### config.mk
export PLATFORM = sky130hd
export DESIGN_NAME = mmio_fifo_port
export DESIGN_NICKNAME = d
export VERILOG_FILES = /design/src/rtl/mmio_fifo_port.sv
export SDC_FILE = /design/constraint.sdc
export NUM_CORES = 1
export LEC_CHECK = 0
export CAP_MARGIN = 25
export CORE_MARGIN = 2
export CORE_UTILIZATION = 43
export CTS_CLUSTER_SIZE = 40
export DETAILED_ROUTE_END_ITERATION = 7
export SLEW_MARGIN = 20
export SYNTH_ARGS = -nofsm -noshare
export SYNTH_HDL_FRONTEND = slang
export SYNTH_SLANG_ARGS = --single-unit
### constraint.sdc
create_clock -name clk -period 6 [get_ports clk]
set_clock_uncertainty 0.1 [all_clocks]
set_input_delay 0.6 -clock clk [delete_from_list [all_inputs] [get_ports clk]]
set_output_delay 0.6 -clock clk [all_outputs]
set_load 0.01 [all_outputs]
### src/rtl/mmio_fifo_port.sv
// -----------------------------------------------------------------------------
// mmio_fifo_port
//   Peripheral end of one MMIO controller port. CPU writes arrive as an
//   even/odd word pair plus an inform_write pulse; the odd word carries an
//   opcode (PUSH into the TX FIFO, clear TX, clear RX, NOP). CPU reads arrive
//   as an inform_read pulse that pops the RX FIFO. The port presents the RX
//   head on its even input word and a status word on its odd input word.
//   The TX FIFO is drained by an external valid/ready consumer; the RX FIFO
//   is filled by an external valid/ready producer.
//
// Ports
//   clk, rst               system clock, synchronous active-high reset
//   port_wr_data   [15:0]  TX payload from the controller
//   port_wr_ctrl   [15:0]  bits[1:0] opcode, upper bits ignored
//   port_inform_write      one-cycle pulse: CPU wrote this port
//   port_inform_read       one-cycle pulse: CPU read this port
//   port_rd_data   [15:0]  RX FIFO head (0 when empty)
//   port_rd_status [15:0]  {tx_full, tx_empty, rx_full, rx_empty,
//                           tx_overflow, rx_underflow, tx_count, rx_count}
//   tx_data/tx_valid/tx_ready   TX FIFO head to the external consumer
//   rx_data/rx_valid/rx_ready   external producer into the RX FIFO
// -----------------------------------------------------------------------------
module mmio_fifo_port #(
   parameter int DEPTH = 8
) (
   input  logic        clk,
   input  logic        rst,
   input  logic [15:0] port_wr_data,
   input  logic [15:0] port_wr_ctrl,
   input  logic        port_inform_write,
   input  logic        port_inform_read,
   output logic [15:0] port_rd_data,
   output logic [15:0] port_rd_status,
   output logic [15:0] tx_data,
   output logic        tx_valid,
   input  logic        tx_ready,
   input  logic [15:0] rx_data,
   input  logic        rx_valid,
   output logic        rx_ready
);

   localparam int         PW      = $clog2(DEPTH);
   localparam logic [4:0] W_DEPTH = 5'(DEPTH);

   typedef enum logic [1:0] {
      OP_PUSH   = 2'b00,
      OP_CLR_TX = 2'b01,
      OP_CLR_RX = 2'b10,
      OP_NOP    = 2'b11
   } op_e;

   // ---------------------------------------------------------------- TX FIFO
   logic [15:0]   r_tx_mem [DEPTH];
   logic [PW-1:0] r_tx_rd_ptr;
   logic [PW-1:0] r_tx_wr_ptr;
   logic [4:0]    r_tx_count;
   logic          r_tx_overflow;

   // ---------------------------------------------------------------- RX FIFO
   logic [15:0]   r_rx_mem [DEPTH];
   logic [PW-1:0] r_rx_rd_ptr;
   logic [PW-1:0] r_rx_wr_ptr;
   logic [4:0]    r_rx_count;
   logic          r_rx_underflow;

   op_e  w_op;
   logic w_tx_empty, w_tx_full, w_rx_empty, w_rx_full;
   logic w_push, w_clr_tx, w_clr_rx;
   logic w_tx_wr_en, w_tx_rd_en, w_rx_wr_en, w_rx_rd_en;

   assign w_op       = op_e'(port_wr_ctrl[1:0]);

   assign w_tx_empty = (r_tx_count == 5'd0);
   assign w_tx_full  = (r_tx_count == W_DEPTH);
   assign w_rx_empty = (r_rx_count == 5'd0);
   assign w_rx_full  = (r_rx_count == W_DEPTH);

   assign w_push     = port_inform_write && (w_op == OP_PUSH);
   assign w_clr_tx   = port_inform_write && (w_op == OP_CLR_TX);
   assign w_clr_rx   = port_inform_write && (w_op == OP_CLR_RX);

   // Fullness is judged on pre-edge state, so a same-edge drain never makes
   // room for a push that arrives while the FIFO is full.
   assign w_tx_wr_en = w_push && !w_tx_full;
   assign w_tx_rd_en = tx_ready && !w_tx_empty;
   assign w_rx_wr_en = rx_valid && rx_ready;
   assign w_rx_rd_en = port_inform_read && !w_rx_empty;

   // NOTE: storage arrays carry no reset; the pointers and counts define
   // which entries are valid, so resetting the array would only add muxes.
   always_ff @(posedge clk) begin
      if (w_tx_wr_en) r_tx_mem[r_tx_wr_ptr] <= port_wr_data;
      if (w_rx_wr_en) r_rx_mem[r_rx_wr_ptr] <= rx_data;
   end

   // NOTE: all state registers use non-blocking assignments so every branch
   // sees the pre-edge values, matching the pre-edge full/empty decisions.
   always_ff @(posedge clk) begin
      if (rst) begin
         r_tx_rd_ptr   <= '0;
         r_tx_wr_ptr   <= '0;
         r_tx_count    <= '0;
         r_tx_overflow <= 1'b0;
      end else if (w_clr_tx) begin
         // Clear takes priority over a concurrent drain.
         r_tx_rd_ptr   <= '0;
         r_tx_wr_ptr   <= '0;
         r_tx_count    <= '0;
         r_tx_overflow <= 1'b0;
      end else begin
         if (w_tx_wr_en)            r_tx_wr_ptr   <= r_tx_wr_ptr + PW'(1);
         if (w_tx_rd_en)            r_tx_rd_ptr   <= r_tx_rd_ptr + PW'(1);
         if (w_push && w_tx_full)   r_tx_overflow <= 1'b1;
         case ({w_tx_wr_en, w_tx_rd_en})
            2'b10:   r_tx_count <= r_tx_count + 5'd1;
            2'b01:   r_tx_count <= r_tx_count - 5'd1;
            default: r_tx_count <= r_tx_count;
         endcase
      end
   end

   always_ff @(posedge clk) begin
      if (rst) begin
         r_rx_rd_ptr    <= '0;
         r_rx_wr_ptr    <= '0;
         r_rx_count     <= '0;
         r_rx_underflow <= 1'b0;
      end else if (w_clr_rx) begin
         // Clear beats a concurrent fill/pop and suppresses underflow.
         r_rx_rd_ptr    <= '0;
         r_rx_wr_ptr    <= '0;
         r_rx_count     <= '0;
         r_rx_underflow <= 1'b0;
      end else begin
         if (w_rx_wr_en)                     r_rx_wr_ptr    <= r_rx_wr_ptr + PW'(1);
         if (w_rx_rd_en)                     r_rx_rd_ptr    <= r_rx_rd_ptr + PW'(1);
         if (port_inform_read && w_rx_empty) r_rx_underflow <= 1'b1;
         case ({w_rx_wr_en, w_rx_rd_en})
            2'b10:   r_rx_count <= r_rx_count + 5'd1;
            2'b01:   r_rx_count <= r_rx_count - 5'd1;
            default: r_rx_count <= r_rx_count;
         endcase
      end
   end

   // ---------------------------------------------------------------- outputs
   assign tx_valid       = !w_tx_empty;
   assign tx_data        = w_tx_empty ? 16'h0000 : r_tx_mem[r_tx_rd_ptr];
   assign rx_ready       = !rst && !w_rx_full;
   assign port_rd_data   = w_rx_empty ? 16'h0000 : r_rx_mem[r_rx_rd_ptr];
   assign port_rd_status = {w_tx_full, w_tx_empty, w_rx_full, w_rx_empty,
                            r_tx_overflow, r_rx_underflow,
                            r_tx_count, r_rx_count};

endmodule

Word level (Yosys, flattened, before mapping)
Memories as Yosys holds them, arrays and structs flattened. A register that Yosys moved wholly into a read port is not among the register bits. Cells that the tools add are included.

Memories kept: 2. Output and inout bits: 50. RAM bits: 256. Word-level logic and storage cells: 60. Input bits: 54. Flip-flop bits (word level): 24.

Eq/ne operators: 8. $add $sub $neg: 8. Muxes and demuxes: 12. Reductions and logical operators: 22.

Memory list: r_rx_mem (depth 8, bits a word 16, read ports 1, clocked after Yosys merged registers in 1, write ports 1, RTL line 60) `logic [15:0] r_rx_mem [DEPTH];`; r_tx_mem (depth 8, bits a word 16, read ports 1, clocked after Yosys merged registers in 1, write ports 1, RTL line 53) `logic [15:0] r_tx_mem [DEPTH];`.

Operators by type and width (count): 16-bit two-way mux (2); 5-bit one-hot mux with 2 select lines (2); 3-bit by 1-bit adder with 3-bit output, second input constant (4); 3-bit two-way mux (4); 5-bit by 1-bit adder with 5-bit output, second input constant (2); 5-bit by 4-bit equality test with 1-bit output, second input constant (2); 1-bit logical AND (10); 5-bit zero test (2); 5-bit by 1-bit subtractor with 5-bit output, second input constant (2); 2-bit by 1-bit equality test with 1-bit output, second input constant (3); 2-bit equality test, second input constant (3); 1-bit zero test (5); 1-bit two-way mux (4); 2-bit nonzero test (2); 2-bit OR reduction (2); 2-bit zero test (1).

Longest topological paths before layout
Gate-level depths: netlist (run 1).

Word-level depth: 6. Depth in mapped cells: 14. Depth with buffers taken out: 12.

Worst setup path after synthesis (run 1)
OpenSTA, ideal clock, no wires.

Path type: register -> register. Start point: reg r_rx_count[2]. End point: mem r_rx_mem[1][0], enable pin. Data required time: 5464 ps. Slack: 2555 ps. Library setup time: 436 ps. Path buffers: 1. Arrival: 2909 ps. Stages on the path, launching flop included: 6. Clock period less this slack: 3445 ps. Cell sequence: dfxtp_1 > buf_2 > nor4_1 > a21oi_1 > nand2_1 > nor4b_1.

Word-level cells in the longest chain between the ends: 6.

Ends and longest elaborated chain: start: declaration (RTL line 63) `logic [4:0] r_rx_count;`; start signal: assignment (RTL line 139) `2'b10: r_rx_count <= r_rx_count + 5'd1;`; start signal: assignment (RTL line 140) `2'b01: r_rx_count <= r_rx_count - 5'd1;`; start signal: assignment (RTL line 141) `default: r_rx_count <= r_rx_count;`; 5-bit by 4-bit equality test with 1-bit output (RTL line 76) `assign w_rx_full = (r_rx_count == W_DEPTH);`; 1-bit zero test (RTL line 149) `assign rx_ready = !rst && !w_rx_full;`; 1-bit logical AND (RTL line 149); named net rx_ready (RTL line 39) `output logic rx_ready`; 1-bit logical AND (RTL line 86) `assign w_rx_wr_en = rx_valid && rx_ready;`; 1-bit two-way mux (RTL line 93) `if (w_rx_wr_en) r_rx_mem[r_rx_wr_ptr] <= rx_data;`; 1-bit two-way mux (not written as such) (RTL line 93); end: declaration (RTL line 60).

The timed path passes the listed nets, and every way through them passes these cells.

Worst setup path after layout (run 1)
Start point: reg r_tx_count[0]. End point: out tx_data[11].

Word-level cells in the longest chain between the ends: 2.

Ends and longest elaborated chain: start: declaration (RTL line 56) `logic [4:0] r_tx_count;`; start signal: assignment (RTL line 115) `2'b10: r_tx_count <= r_tx_count + 5'd1;`; start signal: assignment (RTL line 116) `2'b01: r_tx_count <= r_tx_count - 5'd1;`; start signal: assignment (RTL line 117) `default: r_tx_count <= r_tx_count;`; 5-bit zero test (RTL line 73) `assign w_tx_empty = (r_tx_count == 5'd0);`; 16-bit two-way mux (RTL line 148) `assign tx_data = w_tx_empty ? 16'h0000 : r_tx_mem[r_tx_rd_ptr];`; end: declaration (RTL line 34) `output logic [15:0] tx_data,`.

Every way passes these cells.

==> results of run 1 <==
cell usage in the layout (no fill, tap or decap), types with 5 or more instances in the layout:
cell               n
clkdlybuf4s50_1   89
mux2i_1           36
buf_8              6
inv_1              7
dfxtp_1           26
nor2_1            61
xnor2_1            5
clkbuf_16         29
nand2_1           12
edfxtp_1         256
clkbuf_1          10
xor2_1             9
mux4_2            64
buf_4             14
a21oi_1           15
nor3_4             5
ha_1              11
worst max-delay path, delay by kind of cell (launching register included):
family        cells  cell delay [ns]
flops             1             0.46
simple gates      3             0.74
buf+inv           2             1.25
path summary, 6_finish.rpt:
| path | start | endpoint | cells after the start |
|---|---|---|---|
| hold / removal | r_tx_overflow | r_tx_overflow | 2 |
| setup / recovery | r_tx_count[0] | tx_data[11] | 5 |
| setup reg to reg | r_rx_count[1] | r_rx_count[2] | 10 |
| hold reg to reg | r_tx_overflow | r_tx_overflow | 2 |
registers in the layout, summed over array words and instances, names as in the netlist, named ones only:
name            count
r_rx_count          5
r_rx_wr_ptr         3
r_tx_mem          128
r_rx_mem          128
r_rx_rd_ptr         3
r_tx_count          5
r_tx_rd_ptr         3
r_tx_overflow       1
r_tx_wr_ptr         3
r_rx_underflow      1
through the flow:
step / worst slack (ns) / util [%]
after CTS: 2.26 / 52.5
after detailed placement: 2.32 / 48.8
after floorplan: 2.55 / -
after global routing: 2.13 / 52.8
after global placement: 2.39 / 48.7
final: 2.32 / 52.8
layout make-up:
type,instances,area (um2)
Timing Repair Buffer,110,1100
Clock buffer,41,791
Tap cell,335,419
Sequential cell,286,8290
Multi-Input combinational cell,266,2920
Fill cell,2084,12300
Clock inverter,12,160
Antenna cell,1,2.50
Inverter,9,33.8
power groups by stage:
stage	Sequential, mW	Combinational (mW)	Clock, mW
final	2.27	1.13	1.79
after global routing	2.28	1.22	1.90
after CTS	2.27	1.12	1.83
after detailed placement	2.31	1.12	0
after global placement	2.31	1.10	0
after floorplan	2.29	0.721	0
metal layers:
metal / vias up / wire, um / part of all wire, %
met3: 25 / 938 / 4.2
li1: 2558 / - / -
met5: - / 0 / 0
met1: 2972 / 10000 / 45
met2: 129 / 11000 / 49
met4: 0 / 306 / 1.4
kinds of logic after synthesis:
| family | count (synthesis) |
|---|---|
| DFF | 286 |
| and+or+nand+nor | 111 |
| muxes | 100 |
| buffers and inverters | 45 |
| AOI/OAI and AO/OA | 28 |
| xor gates and xnor gates | 15 |
| adders and majority gates | 12 |
==> impl_metrics.json, run 1 <==
{
  "status": "completed",
  "finalInstanceArea_mm2": 0.0137,
  "synth.most_common_cell": "edfxtp_1",
  "first_pass_iters": 4,
  "power_density_mw_per_mm2": 378,
  "cap_viol_max_count": 0,
  "startpoint_type": "flop",
  "synth_edf_count": 256,
  "hpwl_um": 12800,
  "io_pins": 104,
  "wire_per_inst_um": 20.9,
  "irDropWorstVdd_mv": 0.197,
  "start_util_pct": 43.7,
  "combPwrFrac_pct": 21.7,
  "synth_top_area_share_pct": 67.7,
  "p_clk_share_pct": 34.5,
  "drv_slew": 0,
  "power.internal_mw": 3.89,
  "ys.flop_type": "edfxtp_1",
  "routed_via_density": 5.36,
  "grt_overflow": 0,
  "synth_top_family_by_area": "multiplexers",
  "worst_pin_slew_ns": 1.03,
  "grt_util_met3_pct": 2.33,
  "place_congestion": 0.761,
  "setup_violations": 0,
  "drt_iter0_markers": 394,
  "die_h_um": 166,
  "drcViolationCount": 0,
  "cts_tree": "built",
  "clock_path_buffers": 3,
  "grt_max_degree": 33,
  "slew_headroom_pct": 31.4,
  "setup_tns_ns": 0,
  "drt-total-wl_um": 22200,
  "ant_nets": 0,
  "dp.cells": 1001,
  "num_rows": 59,
  "grtUsageTotal_pct": 15.9,
  "syn-num-nets": 663,
  "insertion_delay_ns": 0.52,
  "io_buffer_count": 89,
  "yosysWarnings": 0,
  "cp_slowest_cell": "clkinv_1",
  "root_buffer": "clkbuf_16",
  "antenna_found_initial": 0,
  "ys_ff_latch": 286,
  "htreeDepth": 1,
  "dieArea_mm2": 0.0277,
  "hold_viol": 0,
  "async_flop_share_pct": 0,
  "synth_compound_area_share_pct": 1.43,
  "rrSetupSlack_ns": 2.93,
  "synthTopCellsByArea": "edfxtp_1, mux4_2, dfxtp_1, mux2i_1, nor2_1",
  "grtUsageMet2_pct": 26.4,
  "p_sw_mw": 1.29,
  "hold_ws_ns": 0.376,
  "fin_crit_sh_pct": 61.4,
  "cp-end-kind": "primary output",
  "sequentialPowerShare_pct": 43.8,
  "synth.distinct_cells": 46,
  "layout-drive-gt1-share_pct": 20.2,
  "synth_fa_ha_area_share_pct": 1.39,
  "fp.dieW_um": 166,
  "p_sw_share_pct": 24.9,
  "critPathMaxStageDelay_ns": 0.64,
  "clk_pin_slew_ns": 0.06,
  "instances_no_fill": 1060,
  "ctsResizeCount": 0,
  "p_total_mw": 5.19,
  "synth_xor_area_share_pct": 1.22,
  "met1_usage_pct": 22.8,
  "holdCritPathClass": "flop to flop",
  "avgSynthCellArea_um2": 19.0,
  "core_area_mm2": 0.0260,
  "synth_cells": 597,
  "crit_required_ns": 5.30,
  "cp_max_fo": 17,
  "placed_cell_area_mm2": 0.0127,
  "grt_setup_unrepaired": "false",
  "cts_buffers": 29,
  "postCtsSetupBuffers": 0,
  "synth_mux_area_share_pct": 15.9,
  "fin_crit_ns": 3.68,
  "cellLeakagePower_nw": 4.31,
  "yosys.area.top_type": "edfxtp_1",
  "worstPathCellList": "nor4_4, nand2b_1, clkinv_1, nor2_1, clkdlybuf4s50_1",
  "grt_pass1_vias": 5819,
  "ys_seq_area_share_pct": 73.0,
  "cts_hold_buf": 0,
  "netlist_area_mm2": 0.0113,
  "vias": 5684,
  "clock-sinks": 286,
  "grt_pass1_wl_um": 34100,
  "fmax_mhz": 271,
  "critPathKind": "flop to primary output",
  "yosys-top-cells-count": "edfxtp_1, mux4_2, nor2_1",
  "area.growth.synth_to_final_pct": 20.8,
  "top_usage_layer": "met2",
  "fin_nets": 768,
  "crit_arrival_ns": 2.98,
  "synth_simple_gate_area_share_pct": 4.95
}
Note: power is estimated with default switching activity, not from simulation.
==> run 2: changes to the inputs <==
==> constraint.sdc (replaced) <==
create_clock -name clk -period 3.1 [get_ports clk]
set_clock_uncertainty 0.1 [all_clocks]
set_input_delay 0.31 -clock clk [delete_from_list [all_inputs] [get_ports clk]]
set_output_delay 0.31 -clock clk [all_outputs]
set_load 0.01 [all_outputs]
==> run 2 against run 1 <==
  * Clock power increased by 99%
  * Non-clock buffer count up 9
  * Largest power group unchanged
  * Critical path type unchanged
  * Via count decreased by 1.4%
  * Flip-flop and latch count unchanged
  * Highest routed layer unchanged
  * Sequential share of layout area fell by 0.31 points
==> impl_metrics.json, run 2 (synthesis gave the netlist of run 1 again) <==
{
  "dp.cells": 1015,
  "root_buffer": "clkbuf_16",
  "status": "completed",
  "die_h_um": 166,
  "cts_tree": "built",
  "startpoint_type": "flop",
  "crit_required_ns": 2.69,
  "start_util_pct": 43.7,
  "reg_top3": "r_rx_mem x128, r_tx_mem x128",
  "grtUsageTotal_pct": 15.8,
  "ant_nets": 0,
  "postCtsSetupBuffers": 0,
  "drt-total-wl_um": 21900,
  "slew_headroom_pct": 67.0,
  "grt_pass1_wl_um": 34000,
  "r2r_end": "r_tx_count[4]",
  "cp_max_fo": 19,
  "routed_via_density": 5.25,
  "hpwl_um": 12700,
  "cap_viol_max_count": 0,
  "num_rows": 59,
  "reg2reg_from": "r_tx_count[4]",
  "io_pins": 104,
  "irDropWorstVdd_mv": 0.536,
  "clock-sinks": 286,
  "fin_crit_sh_pct": 93.5,
  "setup_tns_ns": 0,
  "first_pass_iters": 4,
  "drcViolationCount": 0,
  "instances_no_fill": 1067,
  "grt_setup_unrepaired": "false",
  "grt_overflow": 0,
  "fin_nets": 776,
  "drt_iter0_markers": 407,
  "rr_worst_depth": 10,
  "clock_path_buffers": 3,
  "core_area_mm2": 0.0260,
  "layout-drive-gt1-share_pct": 21.6,
  "drv_slew": 0,
  "dieArea_mm2": 0.0277,
  "area.growth.synth_to_final_pct": 21.5,
  "io_buffer_count": 89,
  "fin_ws_ns": 0.203,
  "hold_viol": 0,
  "antenna_found_initial": 1,
  "hold_path_depth": 2,
  "setup_violations": 0,
  "cellLeakagePower_nw": 4.38,
  "htreeDepth": 1,
  "final_common_cell": "edfxtp_1",
  "fmax_mhz": 345,
  "crit_arrival_ns": 2.49,
  "critPathKind": "flop to primary output",
  "min_from": "r_tx_overflow",
  "place_congestion": 0.753,
  "wire_per_inst_um": 20.6,
  "grt_pass1_vias": 5974,
  "hold_end": "r_tx_overflow",
  "rrSetupSlack_ns": 0.21,
  "fin_crit_ns": 2.90,
  "vias": 5607,
  "insertion_delay_ns": 0.53,
  "grt_max_degree": 33,
  "layout_common_cells": "edfxtp_1, clkdlybuf4s50_1, mux4_2",
  "cts_buffers": 28,
  "post-place-ws_ns": -0.205,
  "holdCritPathClass": "flop to flop",
  "worst_pin_slew_ns": 0.495,
  "power_density_mw_per_mm2": 739,
  "fp.dieW_um": 166,
  "clk_pin_slew_ns": 0.06,
  "cp-end-kind": "primary output"
}
## run 2: cell type report
| type | count | area, um2 |
|---|---|---|
| multi-input cells | 266 | 2900 |
| fillers | 2082 | 12200 |
| well taps | 335 | 419 |
| inverters | 9 | 33.8 |
| repair buffers | 119 | 1160 |
| diodes | 1 | 2.50 |
| flip-flops and latches | 286 | 8290 |
| clock buffers | 32 | 737 |
| clock inverters | 19 | 243 |
## run 2: report_power, final
| group | internal, mW | leakage (nW) | total [mW] | switching (mW) |
|---|---|---|---|---|
| clock network | 2.19 | 0.475 | 3.57 | 1.38 |
| logic | 1.19 | 1.35 | 2.23 | 1.05 |
| registers | 4.29 | 2.55 | 4.39 | 0.0953 |
| total | 7.67 | 4.38 | 10.2 | 2.52 |
## run 2: worst max path at each step
stage,from,to,slack [ns],depth (start not counted)
after global placement,port_inform_write,r_tx_count[4],0.04,11
after floorplan,r_rx_count[2],r_rx_mem[6][0],0.15,4
after global routing,r_rx_count[1],r_rx_count[2],0.003,11
after CTS,flop,tx_data[4],0.05,5
final,r_rx_count[2],port_rd_data[7],0.20,6
after detailed placement,port_inform_write,r_tx_count[4],-0.21,11
## run 2: repair_timing
item,CTS,global route
pin swaps,0,0
endpoints found under the setup margin,1,4
hold buffers,0,0
endpoints found under the hold margin,0,0
gates resized for setup,1,4
## run 2: critical path, cell delays in order, from the launching register on
cell	delay (ns)
dfxtp_1	0.32
buf_4	0.17
or3_4	0.35
nor3_4	0.15
buf_4	0.33
nor2_1	0.13
clkdlybuf4s50_1	0.50
## run 2: metrics by stage
step	instance area (um2)	hold slack, ns	total power [mW]	util [%]
finish	13800	0.372	10.2	53.1
global route	13800	0.413	10.6	53.1
CTS	13800	0.376	10.3	53.0
detailed placement	12800	0.362	6.72	49.2
global placement	12800	0.352	6.70	49.2
floorplan	11400	0.309	5.83	-
## run 2: routing by layer
| metal | vias to the layer above | part of all wire, % | global-route usage [%] |
|---|---|---|---|
| met5 | - | 0 | 0 |
| met4 | 0 | 2.0 | 3.75 |
| met3 | 27 | 4.6 | 2.69 |
| met2 | 122 | 52 | 28.5 |
| met1 | 2886 | 41 | 20.0 |
| li1 | 2572 | - | - |
